### config.mk
export PLATFORM = sky130hd
export DESIGN_NAME = display_link_tx
export DESIGN_NICKNAME = d
export VERILOG_FILES = /design/src/rtl/display_link_tx.sv
export SDC_FILE = /design/constraint.sdc
export NUM_CORES = 1
export LEC_CHECK = 0
export ABC_AREA = 1
export CAP_MARGIN = 5
export CORE_UTILIZATION = 56
export DETAILED_ROUTE_END_ITERATION = 6
export GPL_TIMING_DRIVEN = 0
export MAX_ROUTING_LAYER = met4
export PLACE_DENSITY_LB_ADDON = 0.15
export SLEW_MARGIN = 10
export SYNTH_ARGS = -nofsm -noshare
export SYNTH_HDL_FRONTEND = slang
export SYNTH_SLANG_ARGS = --single-unit
### constraint.sdc
create_clock -name clk -period 2.41 [get_ports clk]
set_clock_uncertainty 0.15 [all_clocks]
set_input_delay 0.241 -clock clk [delete_from_list [all_inputs] [get_ports clk]]
set_output_delay 0.241 -clock clk [all_outputs]
set_load 0.01 [all_outputs]
### src/rtl/display_link_tx.sv
// display_link_tx: framed serial transmitter for the display-CPLD link.
// Clamps a binary value to the displayable range and shifts it out MSB-first.
//
// Ports:
//   clk    in            system clock, rising edge
//   rst    in            asynchronous active-high reset
//   start  in            send request, accepted only while ready=1
//   data   in  [WIDTH]   unsigned value, captured on acceptance
//   ready  out           idle and able to accept start
//   done   out           one-cycle pulse at frame completion
//   sclk   out           link shift clock (receiver samples on rise)
//   sdat   out           link serial data, MSB first
//   sclr   out           frame clear for the receiver digit registers
module display_link_tx #(
    parameter int WIDTH   = 10,
    parameter int DIGITS  = 3,
    parameter int CLK_DIV = 4
) (
    input  logic             clk,
    input  logic             rst,
    input  logic             start,
    input  logic [WIDTH-1:0] data,
    output logic             ready,
    output logic             done,
    output logic             sclk,
    output logic             sdat,
    output logic             sclr
);

    localparam int MAX_VALUE = (10 ** DIGITS) - 1;
    localparam logic [WIDTH-1:0] MAX_V = WIDTH'(MAX_VALUE);
    localparam int CW = $clog2(WIDTH);
    localparam logic [CW-1:0] CNT_TOP = CW'(WIDTH - 1);
    localparam logic [7:0] DLAST = 8'(CLK_DIV - 1);

    localparam logic [1:0] S_IDLE  = 2'd0;
    localparam logic [1:0] S_CLEAR = 2'd1;
    localparam logic [1:0] S_SHIFT = 2'd2;
    localparam logic [1:0] S_HOLD  = 2'd3;

    logic [1:0]       state_q, state_d;
    logic [7:0]       div_q, div_d;
    logic             ph_q, ph_d;
    logic [WIDTH-1:0] sh_q, sh_d;
    logic [CW-1:0]    cnt_q, cnt_d;
    logic             ready_q, ready_d;
    logic             done_q, done_d;
    logic             sclk_q, sclk_d;
    logic             sdat_q, sdat_d;
    logic             sclr_q, sclr_d;

    logic             half_end;
    logic             slot_end;
    logic [WIDTH-1:0] clamped;

    assign clamped  = (data > MAX_V) ? MAX_V : data;
    // ph_q marks the second half of a 2D-cycle slot.
    assign half_end = (div_q == DLAST);
    assign slot_end = half_end && ph_q;

    always_comb begin
        state_d = state_q;
        div_d   = div_q;
        ph_d    = ph_q;
        sh_d    = sh_q;
        cnt_d   = cnt_q;
        ready_d = ready_q;
        done_d  = 1'b0;
        sclk_d  = sclk_q;
        sdat_d  = sdat_q;
        sclr_d  = sclr_q;

        // Divider only runs inside a frame; a slot end wraps it back to
        // div=0, ph=0, which is also the state-entry value.
        if (state_q != S_IDLE) begin
            if (half_end) begin
                div_d = 8'd0;
                ph_d  = ~ph_q;
            end else begin
                div_d = div_q + 8'd1;
            end
        end

        case (state_q)
            S_IDLE: begin
                if (start) begin
                    state_d = S_CLEAR;
                    sh_d    = clamped;
                    cnt_d   = CNT_TOP;
                    ready_d = 1'b0;
                    sclr_d  = 1'b1;
                    div_d   = 8'd0;
                    ph_d    = 1'b0;
                end
            end
            S_CLEAR: begin
                if (slot_end) begin
                    state_d = S_SHIFT;
                    sclr_d  = 1'b0;
                    sdat_d  = sh_q[WIDTH-1];
                end
            end
            S_SHIFT: begin
                if (half_end && !ph_q) begin
                    sclk_d = 1'b1;
                end else if (slot_end) begin
                    sclk_d = 1'b0;
                    sh_d   = sh_q << 1;
                    if (cnt_q == '0) begin
                        state_d = S_HOLD;
                        sdat_d  = 1'b0;
                    end else begin
                        cnt_d  = cnt_q - 1'b1;
                        // Next MSB is presented at the slot boundary.
                        sdat_d = sh_q[WIDTH-2];
                    end
                end
            end
            S_HOLD: begin
                if (slot_end) begin
                    state_d = S_IDLE;
                    ready_d = 1'b1;
                    done_d  = 1'b1;
                end
            end
            default: begin
                state_d = S_IDLE;
            end
        endcase
    end

    always_ff @(posedge clk or posedge rst) begin
        if (rst) begin
            state_q <= S_IDLE;
            div_q   <= 8'd0;
            ph_q    <= 1'b0;
            sh_q    <= '0;
            cnt_q   <= '0;
            ready_q <= 1'b1;
            done_q  <= 1'b0;
            sclk_q  <= 1'b0;
            sdat_q  <= 1'b0;
            sclr_q  <= 1'b0;
        end else begin
            state_q <= state_d;
            div_q   <= div_d;
            ph_q    <= ph_d;
            sh_q    <= sh_d;
            cnt_q   <= cnt_d;
            ready_q <= ready_d;
            done_q  <= done_d;
            sclk_q  <= sclk_d;
            sdat_q  <= sdat_d;
            sclr_q  <= sclr_d;
        end
    end

    assign ready = ready_q;
    assign done  = done_q;
    assign sclk  = sclk_q;
    assign sdat  = sdat_q;
    assign sclr  = sclr_q;

endmodule

==> metrics.yaml <==
timing:
  slew_viol_final: 0
  hold_ws_ns: 0.161
  report.final.hold_viol_count: 0
  fmax_mhz: 442
  grt_setup_unrepaired: "false"
  tightest_slew_ns: 0.621
  finalSetupTns_ns: 0
  period_minus_slack_ns: 2.26
  finalCritPeriodShare_pct: 93.8
  report.final.setup_viol: 0
  timing.slew.headroom_pct: 58.5
placed_design:
  io_buffer_count: 17
  gp_congestion: 0.791
  hpwl_um: 2520
finish:
  fillers: 278
  multiInputGateArea_um2: 925
  nets: 287
  area_growth_pct: 17.6
  seqCellArea_um2: 753
  layout-drive-gt1-share_pct: 14.7
  antenna_cells: 0
cts:
  cts_tree: "built"
  cts-root-buf: "clkbuf_4"
  cts_sinks: 30
  htree_levels: 2
  clkSlewWorstSetupHoldPaths_ns: 0.09
  clk_latency_ns: 0.32
  clock_path_buffers: 2
  cts_buffers: 5
worst_setup_path:
  worstPathMaxFanout: 8
  cp.depth: 13
  max_stage_delay_ns: 0.45
  reg2regPathDepth: 13
  critPathBufInv: 4
  arrival_ns: 2.38
  cp_top_family: "simple AND/OR/NAND/NOR gates"
  setup.worst_path.start_class: "flop"
  crit_type: "flop to flop"
  crit_slowest_cell: "dfrtp_1"
  crit_chain: "ha_4 -> inv_1 -> nor3_1 -> nand3_1 -> inv_1 -> ha_1 -> inv_1 -> nand2_1 -> nand2_1 -> nor2_4 -> buf_4 -> nand3_1 -> nand2_1"
  end_kind: "flop"
  required_ns: 2.53
run_status:
  outcome: "finished, final reports clean"
pwr:
  p_switching_mw: 1.14
  swShare_pct: 44.8
  seq_power_share_pct: 33.5
  p_int_mw: 1.41
  leakage_nw: 1.12
  power_frac_comb_pct: 54.5
  pwr-share-clk_pct: 12.1
  ir_worst_vdd_v: 0.000848
  p_per_area_nw_per_um2: 1200
synthesis:
  syn_area_per_cell_um2: 7.60
  ys_ff_latch: 30
  yosys_warnings: 0
  ys_seq_area_share_pct: 41.4
  synth_top_area_share_pct: 40.0
  syn_nets: 261
  syn_inst: 239
  synth.distinct_cells: 27
  synth_top_area_cell: "dfrtp_1"
  synth_area_um2: 1820
  synth_area_leaders: "dfrtp_1, nand2_1, ha_1"
detailed_routing:
  num_vias: 1536
  routed_wl_um: 3580
  wire_per_inst_um: 11.6
  firstDrtPassIters: 4
  remaining_drc_errors: 0
  drtIter0Drc: 57
  routed_via_density: 4.95
  drtAntennaViolNets: 0
die:
  core_um2: 3050
  ios: 18
  fp-row-count: 20
  dieWidth_um: 58.9
  die_h_um: 58.9
  initial_core_util_pct: 59.5
  dieArea_um2: 3470
global_routing:
  grt_pass1_vias: 1383
  overflow: 0
  grt_pass1_wl_um: 6040
  grt_max_degree: 31
  grtUsageTotal_pct: 23.8
  antenna_found_initial: 0
hold_path:
  hold_path.class: "input port to async pin"
flow_run:
  cap_violations: 0
[cell type report]
cell class	count	area share [%]
multi-input combinational	177	43.3
sequential	30	35.3
timing repair buffer	19	8.68
inverter	27	4.87
clock buffer	7	2.58
tap	44	2.58
buffer	5	2.46
clock inverter	1	0.234
[power by group through the flow]
stage	registers [mW]	clock network, mW	logic, mW
2_1_floorplan	0.827	0	1.02
5_1_grt	0.874	0.337	1.56
4_1_cts	0.842	0.321	1.33
6_report	0.855	0.309	1.39
3_5_place_dp	0.848	0	1.32
3_3_place_gp	0.846	0	1.28
[routing by layer]
layer	wire (um)	part of all wire (%)	up-vias	GRT usage, %
li1	-	-	803	-
met1	1780	50	709	31.7
met2	1650	46	19	36.7
met3	95	2.7	5	4.62
met4	49	1.4	0	7.48
met5	0	0	-	-
[Yosys cell counts]
| cell | number |
|---|---|
| buf_8 | 1 |
| nand3_1 | 14 |
| o211ai_1 | 4 |
| nor2_1 | 24 |
| nor3_1 | 1 |
| nand2_1 | 80 |
| inv_4 | 1 |
| buf_6 | 3 |
| a21oi_1 | 3 |
| dfrtp_1 | 29 |
| o21ai_0 | 12 |
| xor2_1 | 3 |
| nand3b_1 | 2 |
| a22o_2 | 1 |
| nand2_2 | 11 |
| nor2_8 | 1 |
| or2_2 | 3 |
| ha_1 | 9 |
| clkbuf_1 | 1 |
| o21ai_2 | 1 |
| nand4_1 | 4 |
| o22ai_1 | 1 |
| nor2_4 | 1 |
| dfstp_2 | 1 |
| inv_1 | 26 |
| nor2_2 | 1 |
| a21boi_0 | 1 |
[registers in the layout, summed over array words and instances, names as in the netlist]
register  cells
div_q         8
done          1
sh_q         10
state_q       2
sdat          1
sclr          1
ph_q          1
sclk          1
ready         1
cnt_q         4
[what timing repair did]
item	4_1_cts	5_1_grt
pin swaps	0	1
endpoints found under the setup margin	1	16
resized for setup	1	6
buffers inserted	0	2
hold buffers	0	0
[path summary, 6_finish.rpt]
kind                          start       end  slack (ns)
hold reg to reg             sh_q[7]   sh_q[7]        0.34
setup reg to reg           div_q[1]   sh_q[0]        0.15
hold / removal                  rst   sh_q[1]        0.16
min in group clk            sh_q[7]   sh_q[7]        0.34
setup / recovery           div_q[1]   sh_q[0]        0.15
max in group asynchronous       rst  div_q[0]        1.51
[placed cells by master, fill, tap and decap left out, types with 5 or more instances in the layout]
master           synthesis  layout
clkdlybuf4s50_1          0      17
nand2_2                 11      11
clkbuf_4                 0       5
nor2_1                  24      22
inv_1                   26      25
nand2_1                 80      80
dfrtp_1                 29      28
o21ai_0                 12      10
ha_1                     9       8
nand3_1                 14      14
[per-stage QoR]
step	setup slack (ns)	cells	power [mW]	instance area (um^2)	utilization, %
after floorplan	0.360	239	1.85	1820	-
after global placement	0.0194	300	2.13	2040	66.8
after detailed placement	0.0287	300	2.16	2040	66.8
after CTS	0.0242	308	2.49	2100	68.9
after global routing	0.0171	310	2.77	2130	69.9
final	0.149	310	2.56	2130	69.9
[cell families (layout without fill, tap and decap cells)]
group,after synthesis,count (layout),share of synthesized area [%]
AOI/OAI and AO/OA,23,23,7.58
xor gates and xnor gates,3,3,1.45
adders and majority gates,9,9,6.20
buffers and inverters,32,59,8.61
DFF,30,30,41.4
and+or+nand+nor,142,142,34.7
[worst reg2reg max path, cell delays in order, from the launching register on]
cell and delay [ns]:
dfrtp_1 0.45, ha_4 0.19, inv_1 0.06, nor3_1 0.14
nand3_1 0.15, inv_1 0.12, ha_1 0.18, inv_1 0.12
nand2_1 0.10, nand2_1 0.08, nor2_4 0.20, buf_4 0.15
nand3_1 0.07, nand2_1 0.06
Power figures use the tool's default switching activity.
